==> config.mk <==
export PLATFORM = sky130hd
export DESIGN_NAME = enc_codeword_gen
export DESIGN_NICKNAME = d
export VERILOG_FILES = /design/src/rtl/enc_codeword_gen.sv
export SDC_FILE = /design/constraint.sdc
export NUM_CORES = 1
export LEC_CHECK = 0
export ABC_AREA = 1
export BUFFER_PORTS_ARGS = -buffer_cell sky130_fd_sc_hd__buf_2
export CELL_PAD_IN_SITES_DETAIL_PLACEMENT = 1
export CELL_PAD_IN_SITES_GLOBAL_PLACEMENT = 2
export CORE_MARGIN = 4
export CORE_UTILIZATION = 31
export CTS_CLUSTER_DIAMETER = 40
export DETAILED_ROUTE_END_ITERATION = 16
export HOLD_SLACK_MARGIN = 0.15
export PLACE_DENSITY_LB_ADDON = 0.1
export SKIP_CTS_REPAIR_TIMING = 1
export SYNTH_ARGS = -nofsm -noshare
export SYNTH_HDL_FRONTEND = slang
export SYNTH_SLANG_ARGS = --single-unit
==> constraint.sdc <==
create_clock -name clk -period 2.11 [get_ports clk]
set_input_delay 0.633 -clock clk [delete_from_list [all_inputs] [get_ports clk]]
set_output_delay 0.633 -clock clk [all_outputs]
set_load 0.02 [all_outputs]
==> src/rtl/enc_codeword_gen.sv <==
// ---------------------------------------------------------------------------
// enc_codeword_gen
//   Two-stage pipelined Hamming SECDED encoder. Builds 8/16/32-bit codewords
//   from 4/11/26 data bits. Position p of the codeword is bit p of
//   codeword_out. Parity sits at positions 1,2,4,8,16 (those below N), data
//   fills the remaining positions >= 3 in ascending order, and position 0
//   holds the overall parity of positions 1..N-1.
//
//   Optional feature macro: ENC_ERR_INJECT_EN
//     When defined, adds err_inj / err_inj_pos. These are sampled with
//     data_in on accept. When err_inj is set, codeword bit err_inj_pos is
//     inverted in S2; positions >= N are left alone.
//
// Ports
//   clk            in   rising-edge clock
//   rst            in   asynchronous reset, active low
//   in_valid       in   data_in / codeword_width valid
//   in_ready       out  encoder accepts this cycle
//   data_in        in   LSB-aligned data word
//   codeword_width in   00 = 8-bit, 01 = 16-bit, 1x = 32-bit codeword
//   err_inj        in   (ENC_ERR_INJECT_EN) invert one codeword bit
//   err_inj_pos    in   (ENC_ERR_INJECT_EN) bit position to invert
//   out_valid      out  codeword_out valid
//   out_ready      in   downstream accepts codeword
//   codeword_out   out  LSB-aligned codeword, upper bits zero
//   width_out      out  codeword_width of the word on codeword_out
// ---------------------------------------------------------------------------
module enc_codeword_gen #(
  parameter int unsigned DATA_W = 32,
  parameter int unsigned CW_W   = 32
) (
  input  logic              clk,
  input  logic              rst,
  input  logic              in_valid,
  output logic              in_ready,
  input  logic [DATA_W-1:0] data_in,
  input  logic [1:0]        codeword_width,
`ifdef ENC_ERR_INJECT_EN
  input  logic              err_inj,
  input  logic [4:0]        err_inj_pos,
`endif
  output logic              out_valid,
  input  logic              out_ready,
  output logic [CW_W-1:0]   codeword_out,
  output logic [1:0]        width_out
);

  typedef enum logic [1:0] {
    CW8  = 2'b00,
    CW16 = 2'b01,
    CW32 = 2'b10
  } cw_mode_e;

  // Stage 1: sampled inputs
  logic        s1_valid_q;
  logic [25:0] s1_data_q;
  logic [1:0]  s1_width_q;
`ifdef ENC_ERR_INJECT_EN
  logic        s1_err_q;
  logic [4:0]  s1_pos_q;
`endif

  // Stage 2: finished codeword
  logic        s2_valid_q;
  logic [31:0] s2_cw_q;
  logic [1:0]  s2_width_q;
  logic [31:0] s2_cw_d;

  logic        s1_adv;
  logic        s2_adv;
  cw_mode_e    s1_mode;

  // Ready chain is purely combinational from out_ready and stage valids.
  assign s2_adv   = !s2_valid_q || out_ready;
  assign s1_adv   = !s1_valid_q || s2_adv;
  assign in_ready = s1_adv;

  // Hamming encoder for an N-bit codeword. N is always a constant at the
  // call site, so every loop unrolls into a fixed XOR network.
  function automatic logic [31:0] encode(input logic [25:0] d,
                                         input int unsigned n);
    logic [31:0] cw;
    logic [4:0]  idx;
    logic        par;
    cw  = '0;
    idx = '0;
    // Data bits go to the non-power-of-two positions, lowest first.
    for (int unsigned p = 3; p < 32; p++) begin
      if (p < n && (p & (p - 1)) != 0) begin
        cw[p] = d[idx];
        idx   = idx + 5'd1;
      end
    end
    // Parity positions are still zero here, so including them is harmless.
    for (int unsigned k = 0; k < 5; k++) begin
      if ((32'd1 << k) < n) begin
        par = 1'b0;
        for (int unsigned p = 1; p < 32; p++) begin
          if (p < n && ((p >> k) & 32'd1) == 32'd1) begin
            par = par ^ cw[p];
          end
        end
        cw[32'd1 << k] = par;
      end
    end
    cw[0] = ^cw[31:1];
    return cw;
  endfunction

  always_comb begin
    case (s1_width_q)
      2'b00:   s1_mode = CW8;
      2'b01:   s1_mode = CW16;
      default: s1_mode = CW32;
    endcase
  end

  always_comb begin
    s2_cw_d = '0;
    case (s1_mode)
      CW8:     s2_cw_d = encode(s1_data_q, 8);
      CW16:    s2_cw_d = encode(s1_data_q, 16);
      default: s2_cw_d = encode(s1_data_q, 32);
    endcase
`ifdef ENC_ERR_INJECT_EN
    if (s1_err_q) begin
      case (s1_mode)
        CW8:     if (s1_pos_q < 5'd8)  s2_cw_d[s1_pos_q] = ~s2_cw_d[s1_pos_q];
        CW16:    if (s1_pos_q < 5'd16) s2_cw_d[s1_pos_q] = ~s2_cw_d[s1_pos_q];
        default: s2_cw_d[s1_pos_q] = ~s2_cw_d[s1_pos_q];
      endcase
    end
`endif
  end

  always_ff @(posedge clk or negedge rst) begin
    if (!rst) begin
      s1_valid_q <= 1'b0;
      s1_data_q  <= '0;
      s1_width_q <= '0;
`ifdef ENC_ERR_INJECT_EN
      s1_err_q   <= 1'b0;
      s1_pos_q   <= '0;
`endif
    end else if (s1_adv) begin
      s1_valid_q <= in_valid;
      if (in_valid) begin
        s1_data_q  <= data_in[25:0];
        s1_width_q <= codeword_width;
`ifdef ENC_ERR_INJECT_EN
        s1_err_q   <= err_inj;
        s1_pos_q   <= err_inj_pos;
`endif
      end
    end
  end

  // S2 data only loads with a real word, so the output holds while stalled
  // and after draining.
  always_ff @(posedge clk or negedge rst) begin
    if (!rst) begin
      s2_valid_q <= 1'b0;
      s2_cw_q    <= '0;
      s2_width_q <= '0;
    end else if (s2_adv) begin
      s2_valid_q <= s1_valid_q;
      if (s1_valid_q) begin
        s2_cw_q    <= s2_cw_d;
        s2_width_q <= s1_width_q;
      end
    end
  end

  always_comb begin
    codeword_out       = '0;
    codeword_out[31:0] = s2_cw_q;
  end

  assign out_valid = s2_valid_q;
  assign width_out = s2_width_q;

endmodule

==> results of run 1 <==
## critical path: cells and delay by family (launching register included)
family | cells | cell delay [ns]
and+or+nand+nor | 11 | 0.99
DFF | 1 | 0.45
xor gates and xnor gates | 1 | 0.22
buffers and inverters | 1 | 0.13
AOI/OAI and AO/OA | 1 | 0.11
## metal layers
metal  wire (um)  track usage [%]
met5           0                0
met4         188             6.89
met3         313             2.80
met2        5150             29.3
met1        4310             19.6
## final cells by class
cell class                 instances  area [um^2]  area share (%)
tap                              140          175            3.98
multi-input combinational        334         1680            38.1
timing repair buffer              81          453            10.3
sequential                        64         1600            36.4
inverter                          45          171            3.89
clock inverter                     5         80.1            1.82
clock buffer                      11          243            5.51
## logic make-up (layout without fill, tap and decap cells)
logic type,Yosys count,in the layout,share of synthesized area (%)
flip-flops,64,64,45.9
XOR/XNOR,27,27,6.99
multiplexers,3,3,0.968
AO/OA/AOI/OAI,64,64,10.3
buffers and inverters,59,142,6.78
AND/OR/NAND/NOR,240,240,29.1
## worst max-delay path by stage
stage	start	endpoint	slack, ns	depth (start not counted)
after floorplan	out_ready	s1_data_q[13]	0.41	6
after global placement	s1_data_q[3]	codeword_out[0]	0.16	18
after detailed placement	s1_data_q[1]	codeword_out[0]	0.12	15
after CTS	s1_data_q[1]	codeword_out[0]	0.08	15
after global routing	s1_data_q[24]	codeword_out[0]	-0.02	14
final	s1_data_q[24]	codeword_out[0]	0.14	14
## registers in the layout, summed over array words and instances, names as in the netlist
| name | count |
|---|---|
| out_valid | 1 |
| width_out | 2 |
| s1_valid_q | 1 |
| s1_width_q | 2 |
| s1_data_q | 26 |
| codeword_out | 32 |
## cell usage in the layout, fill, tap and decap left out, drive strengths merged
cell and n:
buf 81, o21ai 23, nand3 34, inv 45
dfrtp 64, o31ai 7, o221ai 1, clkinv 1
clkinvlp 2, nand4 1, nand3b 2, nor2 35
nand2 168, a221oi 2, mux2 3, xnor2 12
clkbuf 11, a21o 1, a31oi 1, bufinv 2
xor2 15, a22oi 1, a21oi 28
## where the power goes
part / internal (mW) / total [mW] / switching [mW]
Clock: 1.06 / 1.65 / 0.586
Combinational: 0.882 / 2.45 / 1.57
Sequential: 1.54 / 1.75 / 0.216
==> results.json, run 1 <==
{
  "crit_top_cell": "nand2_1",
  "drc": 0,
  "start_util_pct": 31.9,
  "syn-num-nets": 495,
  "ys_ff_latch": 64,
  "die-area_um2": 13000,
  "cpMaxStageDelayCell": "dfrtp_1",
  "fin_cells": 680,
  "hold_class": "primary input to asynchronous set/reset pin",
  "status": "complete, no violations",
  "route.vias.total": 3191,
  "crit_path_cell_trace": "inv_2 -> nand2_1 -> nand2_1 -> xor2_2 -> nand3_1 -> nand2_1 -> nand2_1 -> nand2_2 -> nand2_1 -> nand2_1 -> nand3_1 -> nand3_2 -> nand3_2 -> a21oi_2",
  "yosys.cell_count.top_type": "nand2_1",
  "stdcell_area_um2": 4410,
  "dp_slack_ns": 0.116,
  "synth_top_area_share_pct": 45.9,
  "critPathMaxFanout": 5,
  "clkLatencyLatePin_ns": 0.34,
  "cts_buffers": 9,
  "rsz0062_at_grt": "true",
  "die_x_um": 114,
  "grt_pass1_vias": 3408,
  "grt.overflow.total": 0,
  "skew_ns": 0.00744,
  "fmax_mhz": 509,
  "end_kind": "flip-flop",
  "fin_ws_ns": 0.144,
  "cpPeakStageDelay_ns": 0.45,
  "rows": 38,
  "cts_tree": "built",
  "total_power_mw": 5.86,
  "holdWs_ns": 0.297,
  "grt_pass1_wl_mm": 16.8,
  "reg2reg_slack_ns": 0.14,
  "min_period_ns": 1.97,
  "fin_nets": 573,
  "grt_usage_pct": 16.5,
  "ant_nets": 0,
  "coreArea_um2": 10900,
  "gp_congestion": 0.749,
  "wire_per_inst_um": 14.6,
  "cts.path.max_buffers": 2,
  "cts_sinks": 64,
  "max-vdd-ir-drop_uv": 370,
  "postPlaceCellArea_um2": 4050,
  "power.density_nw_per_um2": 1330,
  "cts-root-buf": "clkbuf_16",
  "worst_pin_slew_ns": 0.647,
  "wl_mm": 9.96,
  "avgSynthCellArea_um2": 7.63,
  "finalSetupTns_ns": 0,
  "antenna_found_initial": 0,
  "critPathKind": "flip-flop to flip-flop",
  "grt_start_max_net_pins": 65,
  "final_core_util_pct": 40.3,
  "boundaryPins": 74,
  "worstSetupStartpointType": "flip-flop",
  "synth_common_cells": "152 x nand2_1, 64 x dfrtp_1, 35 x nor2_1",
  "yosysWarnings": 0,
  "slew-limit-headroom_pct": 56.7,
  "drtPass1Iterations": 4,
  "syn2layout_area_growth_pct": 26.3,
  "drive_gt1_share_pct": 28.0,
  "async_flop_share_pct": 100,
  "maxCapViolCount": 0,
  "antennaDiodeCount": 0,
  "syn_area_um2": 3490,
  "r2r_cells": 14,
  "synth_edf_count": 0,
  "htreeDepth": 3,
  "via_per_inst": 4.69,
  "syn_inst": 457,
  "synth_top_area_cell": "dfrtp_1",
  "finalMaxSlewViolations": 0,
  "dp.final_hpwl_mm": 7.55,
  "rr_endpoint": "codeword_out[0]",
  "fin_crit_sh_pct": 93.2,
  "first_iter_violations": 117,
  "worstPathRequired_ns": 2.38,
  "r2r-start": "s1_data_q[24]",
  "ys_types": 27,
  "cp.arrival_ns": 2.23,
  "hold_violations": 0,
  "p_leak_nw": 2.33,
  "dp_cells": 664,
  "setup_viol": 0,
  "seq_area_frac_synth_pct": 45.9,
  "ys.flop_type": "dfrtp_1",
  "die_y_um": 114,
  "portBuffers": 67,
  "yosys-top-cells-area": "dfrtp_1 46%, nand2_1 16%, nand3_1 4.3%",
  "path_clk_slew_ns": 0.06,
  "fillCellCount": 1375
}
No activity file was read; power rests on OpenSTA's default activity.
==> run 2, diff against run 1 <==
--- a/config.mk
+++ b/config.mk
@@ -14,7 +14,7 @@
 export CTS_CLUSTER_DIAMETER = 40
 export DETAILED_ROUTE_END_ITERATION = 16
 export HOLD_SLACK_MARGIN = 0.15
-export PLACE_DENSITY_LB_ADDON = 0.1
+export PLACE_DENSITY = 0.8
 export SKIP_CTS_REPAIR_TIMING = 1
 export SYNTH_ARGS = -nofsm -noshare
 export SYNTH_HDL_FRONTEND = slang
==> results.json, run 2 (same netlist as run 1, synthesis figures left out) <==
{
  "status": "complete, no violations",
  "portBuffers": 67,
  "boundaryPins": 74,
  "dp.final_hpwl_mm": 7.46,
  "fin_nets": 580,
  "setup_viol": 0,
  "fmax_mhz": 512,
  "power.density_nw_per_um2": 1270,
  "grt_usage_pct": 16.1,
  "start_util_pct": 31.9,
  "rows": 38,
  "first_iter_violations": 91,
  "route.vias.total": 3274,
  "finalSetupTns_ns": 0,
  "critPathKind": "flip-flop to flip-flop",
  "slew-limit-headroom_pct": 57.1,
  "path_clk_slew_ns": 0.05,
  "worstPathRequired_ns": 2.33,
  "ant_nets": 0,
  "wl_mm": 10.0,
  "r2r_cells": 15,
  "cts_buffers": 9,
  "rr_endpoint": "codeword_out[0]",
  "mostFrequentLayoutCell": "nand2_1",
  "fin_crit_sh_pct": 92.6,
  "holdWs_ns": 0.317,
  "fin_ws_ns": 0.157,
  "largest_reg_flops": 32,
  "antennaDiodeCount": 0,
  "postPlaceCellArea_um2": 4040,
  "grt.overflow.total": 0,
  "r2r-start": "s1_data_q[3]",
  "cts_tree": "built",
  "finalMaxSlewViolations": 0,
  "final_core_util_pct": 40.3,
  "max-vdd-ir-drop_uv": 410,
  "setup.worst_path.start": "s1_data_q[3]",
  "grt_start_max_net_pins": 65,
  "antenna_found_initial": 0,
  "dp_cells": 662,
  "gp_congestion": 0.807,
  "drc": 0,
  "die_x_um": 114,
  "maxCapViolCount": 0,
  "coreArea_um2": 10900,
  "drive_gt1_share_pct": 29.9,
  "cts.path.max_buffers": 2,
  "die-area_um2": 13000,
  "p_leak_nw": 2.34,
  "final_cell_mix": "144 x nand2_1, 67 x buf_2, 59 x dfrtp_1",
  "cts-root-buf": "clkbuf_16",
  "drtPass1Iterations": 4,
  "stdcell_area_um2": 4410,
  "worstSetupStartpointType": "flip-flop",
  "clkLatencyLatePin_ns": 0.33,
  "reg2reg_slack_ns": 0.16,
  "skew_ns": 0.00655,
  "grt_pass1_wl_mm": 16.7,
  "syn2layout_area_growth_pct": 26.5,
  "setup.worst_path.end": "codeword_out[0]",
  "cp.arrival_ns": 2.17,
  "grt_pass1_vias": 3499,
  "end_kind": "flip-flop",
  "min_period_ns": 1.95,
  "hold_class": "primary input to asynchronous set/reset pin",
  "htreeDepth": 3,
  "fin_cells": 685,
  "critPathMaxFanout": 6,
  "worst_pin_slew_ns": 0.641,
  "die_y_um": 114,
  "cts_sinks": 64,
  "total_power_mw": 5.60,
  "dp_slack_ns": 0.123,
  "hold_violations": 0,
  "wire_per_inst_um": 14.6,
  "via_per_inst": 4.78
}
run 2: changes by cell type in the layout (fill, tap and decap cells not counted), sizes merged:
cell	change
bufinv	-2
clkinvlp	-2
clkbuf	+2
buf	+7
run 2: layer usage:
metal	GRT usage [%]	up-vias	routed length [um]
met4	5.70	0	237
met3	3.54	20	345
li1	-	1614	-
met1	19.7	1590	4280
met2	28.0	50	5170
met5	0	-	0
run 2: area by class of cell:
cell class,instances,area [um^2]
Fill cell,1375,6520
Multi-Input combinational cell,334,1700
Tap cell,140,175
Sequential cell,64,1610
Clock inverter,1,5.00
Timing Repair Buffer,88,505
Clock buffer,13,250
Inverter,45,171
run 2: worst min-delay path by stage:
stage | slack [ns] | depth (start not counted) | end
final | 0.32 | 2 | codeword_out[8]
after CTS | 0.33 | 2 | codeword_out[0]
after global routing | 0.34 | 2 | codeword_out[13]
after detailed placement | 0.46 | 2 | codeword_out[13]
after global placement | 0.46 | 2 | width_out[1]
after floorplan | 0.34 | 0 | codeword_out[0]
run 2: power by group:
part | switching [mW] | leakage (nW) | total, mW | internal [mW]
combinational | 1.61 | 1.46 | 2.52 | 0.910
sequential | 0.220 | 0.755 | 1.76 | 1.54
clock | 0.503 | 0.126 | 1.31 | 0.812
total | 2.34 | 2.34 | 5.60 | 3.26
run 2: worst max-delay path, stage by stage, from the launching register on:
cell and delay, ns:
dfrtp_2 0.44, inv_2 0.12, nand2_1 0.09, nand2_1 0.07, nand2_1 0.04, nand2_1 0.12, nand3_1 0.11, nand2_2 0.13
inv_2 0.06, nand2_1 0.08, nand2_1 0.07, nand2_1 0.09, a21o_1 0.13, nand2_1 0.05, a21oi_1 0.18, a21oi_2 0.08
==> run 3, diff against run 2 <==
--- a/config.mk
+++ b/config.mk
@@ -7,14 +7,14 @@
 export LEC_CHECK = 0
 export ABC_AREA = 1
 export BUFFER_PORTS_ARGS = -buffer_cell sky130_fd_sc_hd__buf_2
-export CELL_PAD_IN_SITES_DETAIL_PLACEMENT = 1
-export CELL_PAD_IN_SITES_GLOBAL_PLACEMENT = 2
+export CELL_PAD_IN_SITES_DETAIL_PLACEMENT = 0
+export CELL_PAD_IN_SITES_GLOBAL_PLACEMENT = 1
 export CORE_MARGIN = 4
-export CORE_UTILIZATION = 31
+export CORE_UTILIZATION = 39
 export CTS_CLUSTER_DIAMETER = 40
 export DETAILED_ROUTE_END_ITERATION = 16
 export HOLD_SLACK_MARGIN = 0.15
-export PLACE_DENSITY = 0.8
+export PLACE_DENSITY_LB_ADDON = 0.1
 export SKIP_CTS_REPAIR_TIMING = 1
 export SYNTH_ARGS = -nofsm -noshare
 export SYNTH_HDL_FRONTEND = slang
==> results.json, run 3 (same netlist as run 1, synthesis figures left out) <==
{
  "skew_ns": 0.0110,
  "min_period_ns": 1.91,
  "drc": 0,
  "dp_cells": 631,
  "htreeDepth": 3,
  "p_leak_nw": 2.28,
  "grt.overflow.total": 0,
  "rows": 34,
  "worstPathRequired_ns": 2.38,
  "wire_per_inst_um": 13.3,
  "fillCellCount": 892,
  "die-area_um2": 10500,
  "cts.path.max_buffers": 2,
  "register_area_um2": 1600,
  "setup_viol": 0,
  "dp.final_hpwl_mm": 6.46,
  "fin_crit_sh_pct": 90.6,
  "fin_nets": 574,
  "die_x_um": 103,
  "cts_sinks": 64,
  "mostFrequentLayoutCell": "nand2_1",
  "route.vias.total": 3104,
  "grt_pass1_wl_mm": 14.7,
  "drive_gt1_share_pct": 27.4,
  "finalMaxSlewViolations": 0,
  "cp.arrival_ns": 2.18,
  "grt_usage_pct": 17.9,
  "critPathKind": "flip-flop to flip-flop",
  "hold_class": "primary input to asynchronous set/reset pin",
  "critPathMaxFanout": 5,
  "first_iter_violations": 67,
  "portBuffers": 67,
  "setup.worst_path.start": "s1_data_q[3]",
  "hold_violations": 0,
  "fin_cells": 649,
  "maxCapViolCount": 0,
  "boundaryPins": 74,
  "fmax_mhz": 523,
  "r2r-start": "s1_data_q[3]",
  "clkLatencyLatePin_ns": 0.34,
  "antennaDiodeCount": 0,
  "antenna_found_initial": 0,
  "finalSetupTns_ns": 0,
  "wl_mm": 8.63,
  "max-vdd-ir-drop_uv": 435,
  "power.density_nw_per_um2": 1220,
  "ant_nets": 0,
  "via_per_inst": 4.78,
  "total_power_mw": 5.13,
  "grt_pass1_vias": 3123,
  "final_cell_mix": "151 x nand2_1, 67 x buf_2, 62 x dfrtp_1",
  "drtPass1Iterations": 4,
  "grt_start_max_net_pins": 65,
  "slew-limit-headroom_pct": 57.0,
  "multi_input_area_um2": 1670,
  "syn2layout_area_growth_pct": 21.0,
  "coreArea_um2": 8720,
  "end_kind": "flip-flop",
  "die_y_um": 103,
  "status": "complete, no violations",
  "start_util_pct": 40.0,
  "gp_congestion": 0.822,
  "worstSetupStartpointType": "flip-flop",
  "final_core_util_pct": 48.4,
  "path_clk_slew_ns": 0.08,
  "cts_buffers": 9,
  "worst_pin_slew_ns": 0.643,
  "cts_tree": "built",
  "largest_reg_flops": 32,
  "rsz0062_at_grt": "true",
  "cts-root-buf": "clkbuf_8"
}
==> run 3: cell types whose count changed in the layout (fill, tap and decap cells not counted), sizes merged <==
cell,change
inv,+1
buf,-6
clkbuf,-3
clkinv,+3
clkinvlp,+1
==> run 3: final timing paths <==
kind | end | slack (ns) | depth (start not counted)
setup / recovery | codeword_out[0] | 0.20 | 17
hold / removal | codeword_out[13] | 0.29 | 2
setup reg to reg | codeword_out[0] | 0.20 | 17
hold reg to reg | codeword_out[9] | 0.48 | 2
max in group asynchronous | s1_data_q[24] | 1.51 | 2
min in group clk | codeword_out[9] | 0.48 | 2
==> run 3: power breakdown <==
part | leakage, nW | total (mW) | internal [mW] | switching, mW
clock | 0.0926 | 0.985 | 0.462 | 0.522
combinational | 1.43 | 2.40 | 0.878 | 1.52
sequential | 0.757 | 1.74 | 1.53 | 0.210
==> run 3: stage by stage <==
| stage | cell area [um^2] | setup slack, ns | hold WS, ns |
|---|---|---|---|
| floorplan | 3490 | 0.409 | 0.337 |
| CTS | 4190 | 0.130 | 0.297 |
| detailed placement | 4000 | 0.162 | 0.462 |
| finish | 4220 | 0.198 | 0.290 |
| global route | 4220 | -0.00143 | 0.303 |
| global placement | 4000 | 0.208 | 0.460 |
==> run 3: layout make-up <==
class | count | share of cell area (%)
Clock inverter | 6 | 1.04
Inverter | 45 | 4.06
Timing Repair Buffer | 82 | 10.9
Sequential cell | 64 | 38.0
Clock buffer | 10 | 3.26
Multi-Input combinational cell | 334 | 39.5
Tap cell | 108 | 3.20
==> run 3: worst max-delay path: stages (launching register included) <==
cell	delay (ns)
dfrtp_1	0.44
inv_2	0.09
nand2_1	0.06
nand2_1	0.07
nand2_1	0.05
nand2_1	0.12
inv_2	0.05
nand2_1	0.06
nand2_1	0.10
inv_2	0.09
nand2_1	0.05
nand2_1	0.12
nand3_2	0.11
nand2_2	0.09
nand2_1	0.06
nand3_2	0.08
nand3_2	0.08
a21oi_2	0.12
==> run 3: routing by layer <==
metal	vias up	GRT usage [%]	routed length (um)
met3	9	3.65	240
met1	1444	22.6	3920
met5	-	0	0
li1	1614	-	-
met2	37	30.7	4360
met4	0	5.35	112
